**config.mk**
```make
export PLATFORM = sky130hd
export DESIGN_NAME = psum_accum_buffer
export DESIGN_NICKNAME = d
export VERILOG_FILES = /design/src/rtl/sa_pkg.sv /design/src/rtl/psum_accum_buffer_acc_lane.sv /design/src/rtl/psum_accum_buffer.sv
export SDC_FILE = /design/constraint.sdc
export NUM_CORES = 2
export LEC_CHECK = 0
export ABC_AREA = 0
export BUFFER_PORTS_ARGS = -buffer_cell sky130_fd_sc_hd__buf_2
export CELL_PAD_IN_SITES_DETAIL_PLACEMENT = 0
export CELL_PAD_IN_SITES_GLOBAL_PLACEMENT = 2
export CORE_MARGIN = 4
export CORE_UTILIZATION = 49
export DETAILED_ROUTE_END_ITERATION = 8
export PLACE_DENSITY_LB_ADDON = 0.2
export SETUP_SLACK_MARGIN = 0.15
export SLEW_MARGIN = 5
export SYNTH_ARGS = -nofsm -noshare
export SYNTH_HDL_FRONTEND = slang
export SYNTH_SLANG_ARGS = --single-unit
export TNS_END_PERCENT = 50
```
**constraint.sdc**
```tcl
create_clock -name clk -period 23.6 [get_ports clk]
set_input_delay 2.36 -clock clk [delete_from_list [all_inputs] [get_ports clk]]
set_output_delay 2.36 -clock clk [all_outputs]
set_load 0.1 [all_outputs]
```
**src/rtl/sa_pkg.sv**
```systemverilog
// Shared types and width helpers for the systolic-array partial-sum path.
// Contents:
//   acc_state_t - accumulator buffer FSM states
//   sext        - sign-extend the low w bits of a 64-bit container
//   sat_add     - add two sign-extended values and clamp to a signed w-bit range
//   sat_clip    - flags when sat_add had to clamp
// Callers keep w below 64 so that the 64-bit sum cannot overflow.
package sa_pkg;

    typedef enum logic [1:0] {
        IDLE  = 2'd0,
        ACCUM = 2'd1,
        DRAIN = 2'd2
    } acc_state_t;

    // Replicate bit w-1 into every bit above it.
    function automatic logic [63:0] sext(input logic [63:0] x, input int unsigned w);
        logic [63:0] m;
        m = ~64'd0 << w;
        return x[6'(w - 1)] ? (x | m) : (x & ~m);
    endfunction

    // Signed add clamped to [-2^(w-1), 2^(w-1)-1].
    function automatic logic [63:0] sat_add(input logic [63:0] a, input logic [63:0] b,
                                            input int unsigned w);
        logic signed [63:0] s;
        logic signed [63:0] hi;
        logic signed [63:0] lo;
        s  = $signed(a + b);
        hi = $signed((64'd1 << (w - 1)) - 64'd1);
        lo = ~hi;
        if (s > hi) begin
            return hi;
        end
        if (s < lo) begin
            return lo;
        end
        return s;
    endfunction

    // True when sat_add would clamp for the same operands.
    function automatic logic sat_clip(input logic [63:0] a, input logic [63:0] b,
                                      input int unsigned w);
        logic signed [63:0] s;
        logic signed [63:0] hi;
        logic signed [63:0] lo;
        s  = $signed(a + b);
        hi = $signed((64'd1 << (w - 1)) - 64'd1);
        lo = ~hi;
        return (s > hi) || (s < lo);
    endfunction

endpackage

```
**src/rtl/psum_accum_buffer_acc_lane.sv**
```systemverilog
// acc_lane: one accumulator lane of the partial-sum buffer (purely combinational).
// Ports:
//   i_psum       - incoming signed partial sum
//   i_acc        - current accumulator value read from the buffer
//   i_first_tile - first reduction tile: result is the extended psum alone
//   o_result_c   - value to write back
//   o_clip_c     - (ACCUM_SAT_EN only) the add was clamped
// Macro ACCUM_SAT_EN selects saturating accumulation; otherwise the sum wraps.
module acc_lane
    import sa_pkg::*;
#(
    parameter int unsigned PSUM_WIDTH = 16,
    parameter int unsigned ACC_WIDTH  = 32
) (
    input  logic [PSUM_WIDTH-1:0] i_psum,
    input  logic [ACC_WIDTH-1:0]  i_acc,
    input  logic                  i_first_tile,
    output logic [ACC_WIDTH-1:0]  o_result_c
`ifdef ACCUM_SAT_EN
    ,
    output logic                  o_clip_c
`endif
);

    logic [ACC_WIDTH-1:0] w_psum_ext;

    assign w_psum_ext = ACC_WIDTH'(sext(64'(i_psum), PSUM_WIDTH));

`ifdef ACCUM_SAT_EN
    logic [63:0] w_acc_64;
    logic [63:0] w_psum_64;

    assign w_acc_64   = sext(64'(i_acc), ACC_WIDTH);
    assign w_psum_64  = sext(64'(i_psum), PSUM_WIDTH);
    assign o_result_c = i_first_tile ? w_psum_ext
                                     : ACC_WIDTH'(sat_add(w_acc_64, w_psum_64, ACC_WIDTH));
    assign o_clip_c   = !i_first_tile && sat_clip(w_acc_64, w_psum_64, ACC_WIDTH);
`else
    assign o_result_c = i_first_tile ? w_psum_ext : (i_acc + w_psum_ext);
`endif

endmodule

```
**src/rtl/psum_accum_buffer.sv**
```systemverilog
// psum_accum_buffer: accumulates ARRAY_HEIGHT-lane partial-sum vectors across
// cfg_tiles reduction tiles into a cfg_rows-deep buffer, then drains the
// finished vectors over a valid/ready stream.
// Ports:
//   clk, rst                  - clock, synchronous active-high reset
//   start, cfg_rows, cfg_tiles - job launch and its (clamped) geometry
//   busy                      - job in progress
//   psum_valid, packed_psum_in - incoming vectors, lane i at [i*PSUM_WIDTH +: PSUM_WIDTH]
//   out_valid, out_ready, packed_out, out_last - drain stream, lane i at [i*ACC_WIDTH +: ACC_WIDTH]
//   err_drop                  - sticky: a vector arrived outside accumulation
//   sat_flag                  - (ACCUM_SAT_EN only) sticky: a lane clipped this job
// Macro ACCUM_SAT_EN enables saturating accumulation and the sat_flag port.
module psum_accum_buffer
    import sa_pkg::*;
#(
    parameter int unsigned PSUM_WIDTH   = 16,
    parameter int unsigned ACC_WIDTH    = 32,
    parameter int unsigned ARRAY_HEIGHT = 4,
    parameter int unsigned DEPTH        = 8,
    parameter int unsigned TILE_W       = 8,
    localparam int unsigned ADDR_W      = $clog2(DEPTH)
) (
    input  logic                             clk,
    input  logic                             rst,
    input  logic                             start,
    input  logic [ADDR_W:0]                  cfg_rows,
    input  logic [TILE_W-1:0]                cfg_tiles,
    output logic                             busy,
    input  logic                             psum_valid,
    input  logic [PSUM_WIDTH*ARRAY_HEIGHT-1:0] packed_psum_in,
    output logic                             out_valid,
    input  logic                             out_ready,
    output logic [ACC_WIDTH*ARRAY_HEIGHT-1:0] packed_out,
    output logic                             out_last,
    output logic                             err_drop
`ifdef ACCUM_SAT_EN
    ,
    output logic                             sat_flag
`endif
);

    localparam int unsigned VEC_W = ACC_WIDTH * ARRAY_HEIGHT;

    acc_state_t          r_state;
    logic                r_busy;
    logic                r_out_valid;
    logic                r_out_last;
    logic [VEC_W-1:0]    r_packed_out;
    logic                r_err_drop;
    logic [ADDR_W-1:0]   r_rows_m1;
    logic [TILE_W-1:0]   r_tiles_m1;
    logic [ADDR_W-1:0]   r_row;
    logic [TILE_W-1:0]   r_tile;
    logic [ADDR_W-1:0]   r_rd_ptr;
    logic [VEC_W-1:0]    r_mem [DEPTH];

    logic [ADDR_W-1:0]   w_rows_m1;
    logic [TILE_W-1:0]   w_tiles_m1;
    logic [ADDR_W-1:0]   w_rd_next;
    logic [VEC_W-1:0]    w_rd_vec;
    logic [VEC_W-1:0]    w_result;
    logic                w_first_tile;
    logic                w_wr_en;

    // Clamp the requested geometry to 1..DEPTH rows and at least one tile.
    always_comb begin
        w_rows_m1 = '0;
        if (cfg_rows > (ADDR_W + 1)'(DEPTH)) begin
            w_rows_m1 = ADDR_W'(DEPTH - 1);
        end else if (cfg_rows != '0) begin
            w_rows_m1 = ADDR_W'(cfg_rows - (ADDR_W + 1)'(1));
        end
    end

    assign w_tiles_m1   = (cfg_tiles == '0) ? '0 : (cfg_tiles - TILE_W'(1));
    assign w_rd_next    = r_rd_ptr + ADDR_W'(1);
    assign w_rd_vec     = r_mem[r_row];
    assign w_first_tile = (r_tile == '0);
    assign w_wr_en      = (r_state == ACCUM) && psum_valid;

`ifdef ACCUM_SAT_EN
    logic [ARRAY_HEIGHT-1:0] w_clip;
    logic                    r_sat_flag;
    assign sat_flag = r_sat_flag;
`endif

    // Lane datapaths operate on the row currently being accumulated.
    for (genvar g = 0; g < ARRAY_HEIGHT; g++) begin : g_lane
        acc_lane #(
            .PSUM_WIDTH (PSUM_WIDTH),
            .ACC_WIDTH  (ACC_WIDTH)
        ) u_lane (
            .i_psum       (packed_psum_in[g*PSUM_WIDTH +: PSUM_WIDTH]),
            .i_acc        (w_rd_vec[g*ACC_WIDTH +: ACC_WIDTH]),
            .i_first_tile (w_first_tile),
            .o_result_c   (w_result[g*ACC_WIDTH +: ACC_WIDTH])
`ifdef ACCUM_SAT_EN
            ,
            .o_clip_c     (w_clip[g])
`endif
        );
    end

    // Buffer storage: not reset, tile 0 overwrites every live row.
    always_ff @(posedge clk) begin
        if (!rst && w_wr_en) begin
            r_mem[r_row] <= w_result;
        end
    end

    // Job control FSM with registered stream outputs.
    always_ff @(posedge clk) begin
        if (rst) begin
            r_state      <= IDLE;
            r_busy       <= 1'b0;
            r_out_valid  <= 1'b0;
            r_out_last   <= 1'b0;
            r_packed_out <= '0;
            r_err_drop   <= 1'b0;
            r_rows_m1    <= '0;
            r_tiles_m1   <= '0;
            r_row        <= '0;
            r_tile       <= '0;
            r_rd_ptr     <= '0;
`ifdef ACCUM_SAT_EN
            r_sat_flag   <= 1'b0;
`endif
        end else begin
            case (r_state)
                IDLE: begin
                    if (start) begin
                        r_state    <= ACCUM;
                        r_busy     <= 1'b1;
                        r_rows_m1  <= w_rows_m1;
                        r_tiles_m1 <= w_tiles_m1;
                        r_row      <= '0;
                        r_tile     <= '0;
                        // Clear, but a vector arriving with start is still a drop.
                        r_err_drop <= psum_valid;
`ifdef ACCUM_SAT_EN
                        r_sat_flag <= 1'b0;
`endif
                    end else if (psum_valid) begin
                        r_err_drop <= 1'b1;
                    end
                end
                ACCUM: begin
                    if (psum_valid) begin
`ifdef ACCUM_SAT_EN
                        if (|w_clip) begin
                            r_sat_flag <= 1'b1;
                        end
`endif
                        if (r_row == r_rows_m1) begin
                            r_row <= '0;
                            if (r_tile == r_tiles_m1) begin
                                r_state     <= DRAIN;
                                r_out_valid <= 1'b1;
                                r_rd_ptr    <= '0;
                                r_out_last  <= (r_rows_m1 == '0);
                                // Single-row job: row 0 is being written this edge.
                                r_packed_out <= (r_rows_m1 == '0) ? w_result : r_mem[0];
                            end else begin
                                r_tile <= r_tile + TILE_W'(1);
                            end
                        end else begin
                            r_row <= r_row + ADDR_W'(1);
                        end
                    end
                end
                DRAIN: begin
                    if (psum_valid) begin
                        r_err_drop <= 1'b1;
                    end
                    if (r_out_valid && out_ready) begin
                        if (r_out_last) begin
                            r_state     <= IDLE;
                            r_busy      <= 1'b0;
                            r_out_valid <= 1'b0;
                            r_out_last  <= 1'b0;
                        end else begin
                            r_rd_ptr     <= w_rd_next;
                            r_packed_out <= r_mem[w_rd_next];
                            r_out_last   <= (w_rd_next == r_rows_m1);
                        end
                    end
                end
                default: begin
                    r_state <= IDLE;
                end
            endcase
        end
    end

    assign busy       = r_busy;
    assign out_valid  = r_out_valid;
    assign out_last   = r_out_last;
    assign packed_out = r_packed_out;
    assign err_drop   = r_err_drop;

endmodule

```
== After elaboration in Yosys (flattened, before gate mapping) ==
Memories as Yosys holds them, arrays and structs flattened. A register that Yosys moved wholly into a read port is not among the register bits.
Cells that the tools add are included.

* Register bits after elaboration: 159
* Memory bits (writable): 1024
* Memories kept: 1
* Logic and storage cells: 116

{| class="wikitable"
|+ Memories
! memory !! words !! bits a word !! rd ports !! clocked after memory_dff !! write ports !! line !! source
|-
| r_mem || 8 || 128 || 3 || 1 || 1 || psum_accum_buffer.sv:55 || <nowiki>logic [VEC_W-1:0] r_mem [DEPTH];</nowiki>
|}

* Equal/unequal tests: 13
* Muxes and demuxes: 61
* Order comparisons: 1
* Add/sub/neg operators: 9
* Reductions and logical operators: 20

{| class="wikitable"
|+ Operator list
! cell !! number
|-
| $mux W128 || 6
|-
| $mux W32 || 8
|-
| $pmux W128 S2 || 1
|-
| $add A32 B32 Y32 || 4
|-
| $mux W8 || 5
|-
| $mux W3 || 12
|-
| $reduce_and A6 Y1 || 3
|-
| $logic_not A8 Y1 || 2
|-
| $pmux W8 S2 || 1
|-
| $mux W1 || 15
|-
| $mux W2 || 6
|-
| $ne A2 B2 Y1 const B || 6
|-
| $pmux W3 S2 || 2
|-
| $reduce_and A5 Y1 || 2
|-
| $add A8 B1 Y8 const B || 1
|-
| $eq A8 B8 Y1 || 1
|-
| $pmux W1 S2 || 4
|-
| $sub A8 B1 Y8 const B || 1
|-
| $add A3 B1 Y3 const B || 2
|-
| $eq A3 B3 Y1 || 2
|-
| $pmux W2 S3 || 1
|-
| $reduce_bool A2 Y1 || 3
|-
| $gt A4 B4 Y1 const B || 1
|-
| $ne A2 B1 Y1 const B || 2
|-
| other kinds (11) || 13
|}

== Depth between registers and ports, before layout ==
* Word-level depth: 8
* Mapped depth: 17

== Hierarchy ==
Synthesis repeated with hierarchy kept, for this count alone.

* Cell total of the unflattened synthesis: 4567
* Area, all modules: 63646.0 um^2

{| class="wikitable"
|+ By module, submodules not included
! module !! instances !! seq. area each (um^2) !! cells an instance !! area each (um^2)
|-
| psum_accum_buffer || 1 || 33992.6 || 3312 || 55071.6
|-
| acc_lane (g_lane[0].u_lane ...) || 2 || 0.0 || 322 || 2182.1
|-
| acc_lane (g_lane[2].u_lane) || 1 || 0.0 || 323 || 2215.9
|-
| acc_lane (g_lane[3].u_lane) || 1 || 0.0 || 288 || 1994.4
|}

== Worst setup path before layout ==
No wires, ideal clock.

* Kind: input-to-reg
* From: in rst
* To: mem r_mem[0][0] (netlist name), enable pin
* Arrival: 11.519 ns
* Library setup time: 0.772 ns
* Path buffers: 1
* Slack: 11.310 ns
* Stages: 4
* Required time: 22.828 ns
* Cells stage by stage: clkbuf_1 > nor3_1 > nand2b_1 > nor3_1

* Cells in the longest elaborated chain, start to end: 4

{| class="wikitable"
|+ RTL lines
! what !! line !! source
|-
| start, declared || psum_accum_buffer.sv:24 || <nowiki>input logic rst,</nowiki>
|-
| $logic_not A1 Y1 || psum_accum_buffer.sv:106 || <nowiki>if (!rst && w_wr_en) begin</nowiki>
|-
| $logic_and A1 B1 Y1 || psum_accum_buffer.sv:106 ||
|-
| $mux W1 || psum_accum_buffer.sv:106 ||
|-
| $mux W1 (implied by the code) || psum_accum_buffer.sv:107 || <nowiki>r_mem[r_row] <= w_result;</nowiki>
|-
| end, declared || psum_accum_buffer.sv:55 ||
|}

No other way between the ends.

==> key figures <==
Critical path
  • CP max FO: 53
  • Startpoint types: flip-flop
  • Crit path DAT: 7.82 ns
  • Critical Path RT: roughly 24 ns
  • WS Path Type: reg -> reg
  • Worst Setup End Kind: flip-flop

Finish
  • Layout area overhead: 11.9%
  • Final Instance Area: roughly 0.069 mm²
  • Nets: 4698
  • Share of cells above drive strength 1: 25.6%
  • Fillers: 9997
  • Layout Utilization: between 50 and 60%

Clock network
  • Inserted Clock Buffers: 136
  • Hold-fix buffers, CTS: 0
  • Clock Pin Slew Worst Setup and Hold Paths: 0.06 ns
  • Post-CTS Resized: 0
  • Skew-Pair Late Insertion Delay: between 0.7 and 0.8 ns
  • Root Buffer: clkbuf_16
  • Clock sink count: 1186
  • CTS tree: yes
  • Post-CTS setup buffers: 0
  • Htree depth: 4
  • Maximum clock path buffer count: 3

Yosys
  • Synthesized cell area: 0.0615 mm²
  • Post-synthesis sequential area ratio: 55.3%
  • Area leader, netlist: edfxtp_1
  • Synth unique cells: 87
  • Top post-synthesis cells by area: edfxtp_1, mux4_2, dfxtp_1
  • Most numerous cell in the Yosys netlist: edfxtp_1
  • Async S/R FF share, synth: 0%
  • Share of the synthesized area in the top cell type: 50.0%
  • Synthesized area per cell: between 10 and 15 µm²
  • #FFs+latches synth: 1186
  • EDFF count, synth: 1024
  • Gate Count Post-Synth: 4370
  • Most used DFF post-synth: edfxtp_1
  • Synthesized net count: 4584
  • Yosys warning count: 0
  • Commonest cells post-synth: edfxtp_1, mux4_2, nand2_1, nor2_1, a21oi_1

Timing
  • RSZ-0062 raised after global routing: false
  • Clk_skew: 0.0345 ns
  • Min Tclk post-route: 7.13 ns
  • Slew HR: roughly a tenth
  • Min Hold Slack: between 0.4 and 0.5 ns
  • Final hold vios: 0
  • FMAX: around 140 MHz
  • Max-slew violation count: 0
  • Setup TNS: 0 ns
  • Slew @ Worst Pin: 1.34 ns
  • Final Setup Violations: 0
  • Tcrit/Tclk final: 30.2%

Drt
  • Vias: 40900
  • Initial DRC count: between 4000 and 5000
  • Routed wire length: 187 mm
  • DRT antenna net count: 0
  • Avg Vias per Cell: 6.55
  • WL per Instance: 30.0 µm
  • Drt first pass iters: 5
  • DRC: 0

Power
  • Comb pwr share: 16.0%
  • Worst VDD drop: 0.0797 mV
  • Clock share of power: 39.8%
  • PD cells: around 78 mW/mm²
  • Net switching fraction of the power: 26.8%
  • Psw: 1440 µW
  • Power Total: 5380 µW
  • Pint: 3940 µW
  • Flop pwr share: between 40% and 50%
  • Static leakage: 0.0226 µW

Die
  • # rows: 129
  • # IOs: 213
  • Core area: 0.124 mm²
  • Die height: 362 µm
  • Chip width: ~360 µm
  • Die ar.: around 0.13 mm²
  • Starting Density: approximately half

Global route
  • First-pass GRT wire length: 273 mm
  • Antenna violations before repair: 10
  • Vias in the first global route: about 40000
  • Total GRT Usage: 28.4%
  • Overflow after GRT: 0
  • Largest net degree at the start of global routing: approximately 110

Hold path
  • Hold Path Class: reg -> reg
  • HP Start: packed_out[43]

Place
  • Routability cong.: 0.823
  • HPWL Detailed: 105 mm
  • Placed Instance Area: approximately 0.064 mm²
  • Port bufs: around 210

Run status
  • Status: complete, no violations

Job
  • MaxCap Viol Count: 0
-- per-stage QoR --
stage                     cells  setup slack [ns]
final                      6244             16.47
after global routing       6241             16.06
after CTS                  6234             16.63
after detailed placement   5983             16.65
after global placement     5983             16.91
after floorplan            4370             11.31
-- area by class of cell --
type / count / area [µm²] / share of cell area, %
sequential: 1186 / 34000 / 49.4
multi-input combinational: 2848 / 26400 / 38.3
clock buffer: 181 / 3790 / 5.51
tap: 1637 / 2050 / 2.98
timing repair buffer: 280 / 1720 / 2.49
clock inverter: 70 / 759 / 1.10
inverter: 32 / 120 / 0.175
antenna: 10 / 25.0 / 0.0364
-- cell families (layout without fill, tap and decap cells) --
family	after synthesis	in the layout	share of synthesized area [%]
flip-flops	1186	1186	55.3
AND/OR/NAND/NOR	1095	1095	7.82
AO/OA/AOI/OAI	786	786	8.02
multiplexers	700	700	22.1
buffers and inverters	336	563	2.13
XOR/XNOR	134	134	1.91
adder cells (fa/ha/maj)	133	133	2.76
other	0	10	0
-- path summary, 6_finish.rpt --
kind                     to  slack, ns  depth (start not counted)
max          packed_out[52]      16.47                         15
min          packed_out[43]       0.45                          2
max reg2reg  packed_out[52]      16.47                         15
min reg2reg  packed_out[43]       0.45                          2
-- power by group through the flow --
stage / registers (µW) / clock network, µW / logic [µW]
final: 2370 / 2140 / 863
after detailed placement: 2420 / 0 / 851
after floorplan: 2480 / 0 / 553
after global placement: 2420 / 0 / 849
after global routing: 2380 / 2280 / 931
after CTS: 2370 / 2180 / 855
-- metal layers --
layer  vias to the layer above  routed length, µm  share of wire, %  track usage, %
li1                      17600                  -                 -               -
met1                     21100              79200                42            40.0
met2                      1832              87300                47            45.0
met3                       275              15900               8.5            6.19
met4                         4               4840               2.6            8.42
met5                         -                 21             0.011               0
-- state kept, by name, summed over array words and instances, names as in the netlist, named ones only --
| signal | count |
|---|---|
| r_tiles_m1 | 8 |
| r_tile | 8 |
| r_mem | 1024 |
| out_valid | 1 |
| busy | 1 |
| out_last | 1 |
| r_row | 3 |
| r_rd_ptr | 3 |
| r_state | 2 |
| err_drop | 1 |
| r_rows_m1 | 3 |
| packed_out | 128 |
-- critical path, stage by stage, from the launching register on --
cell and delay (ns):
dfxtp_4 0.62, buf_4 0.70, buf_4 0.85, buf_4 0.78, mux4_2 0.40, mux2_2 0.28, ha_1 0.32, and3_1 0.25
and2_0 0.17, a221oi_1 0.31, o221ai_1 0.42, o41ai_1 0.57, xor2_1 0.12, o21ai_0 0.73, mux2i_1 0.17, a211oi_1 0.26
-- layout by cell type (no fill, tap or decap), types with 20 or more instances in the layout --
cell	n
nand2b_1	21
ha_1	128
dfxtp_1	158
mux2_2	131
nand4_1	51
nor2_1	268
edfxtp_1	1024
a21oi_1	256
mux2i_1	56
buf_4	57
mux4_2	512
xnor2_1	80
inv_1	31
xor2_1	52
clkbuf_1	27
nand2_1	473
nand3_1	45
buf_2	211
a31oi_1	31
a311oi_1	20
o21ai_1	37
clkbuf_16	140
nor3_1	128
o21ai_0	158
a211oi_1	42
or3_1	20
a21o_1	65
Note: power is estimated with default switching activity, not from simulation.
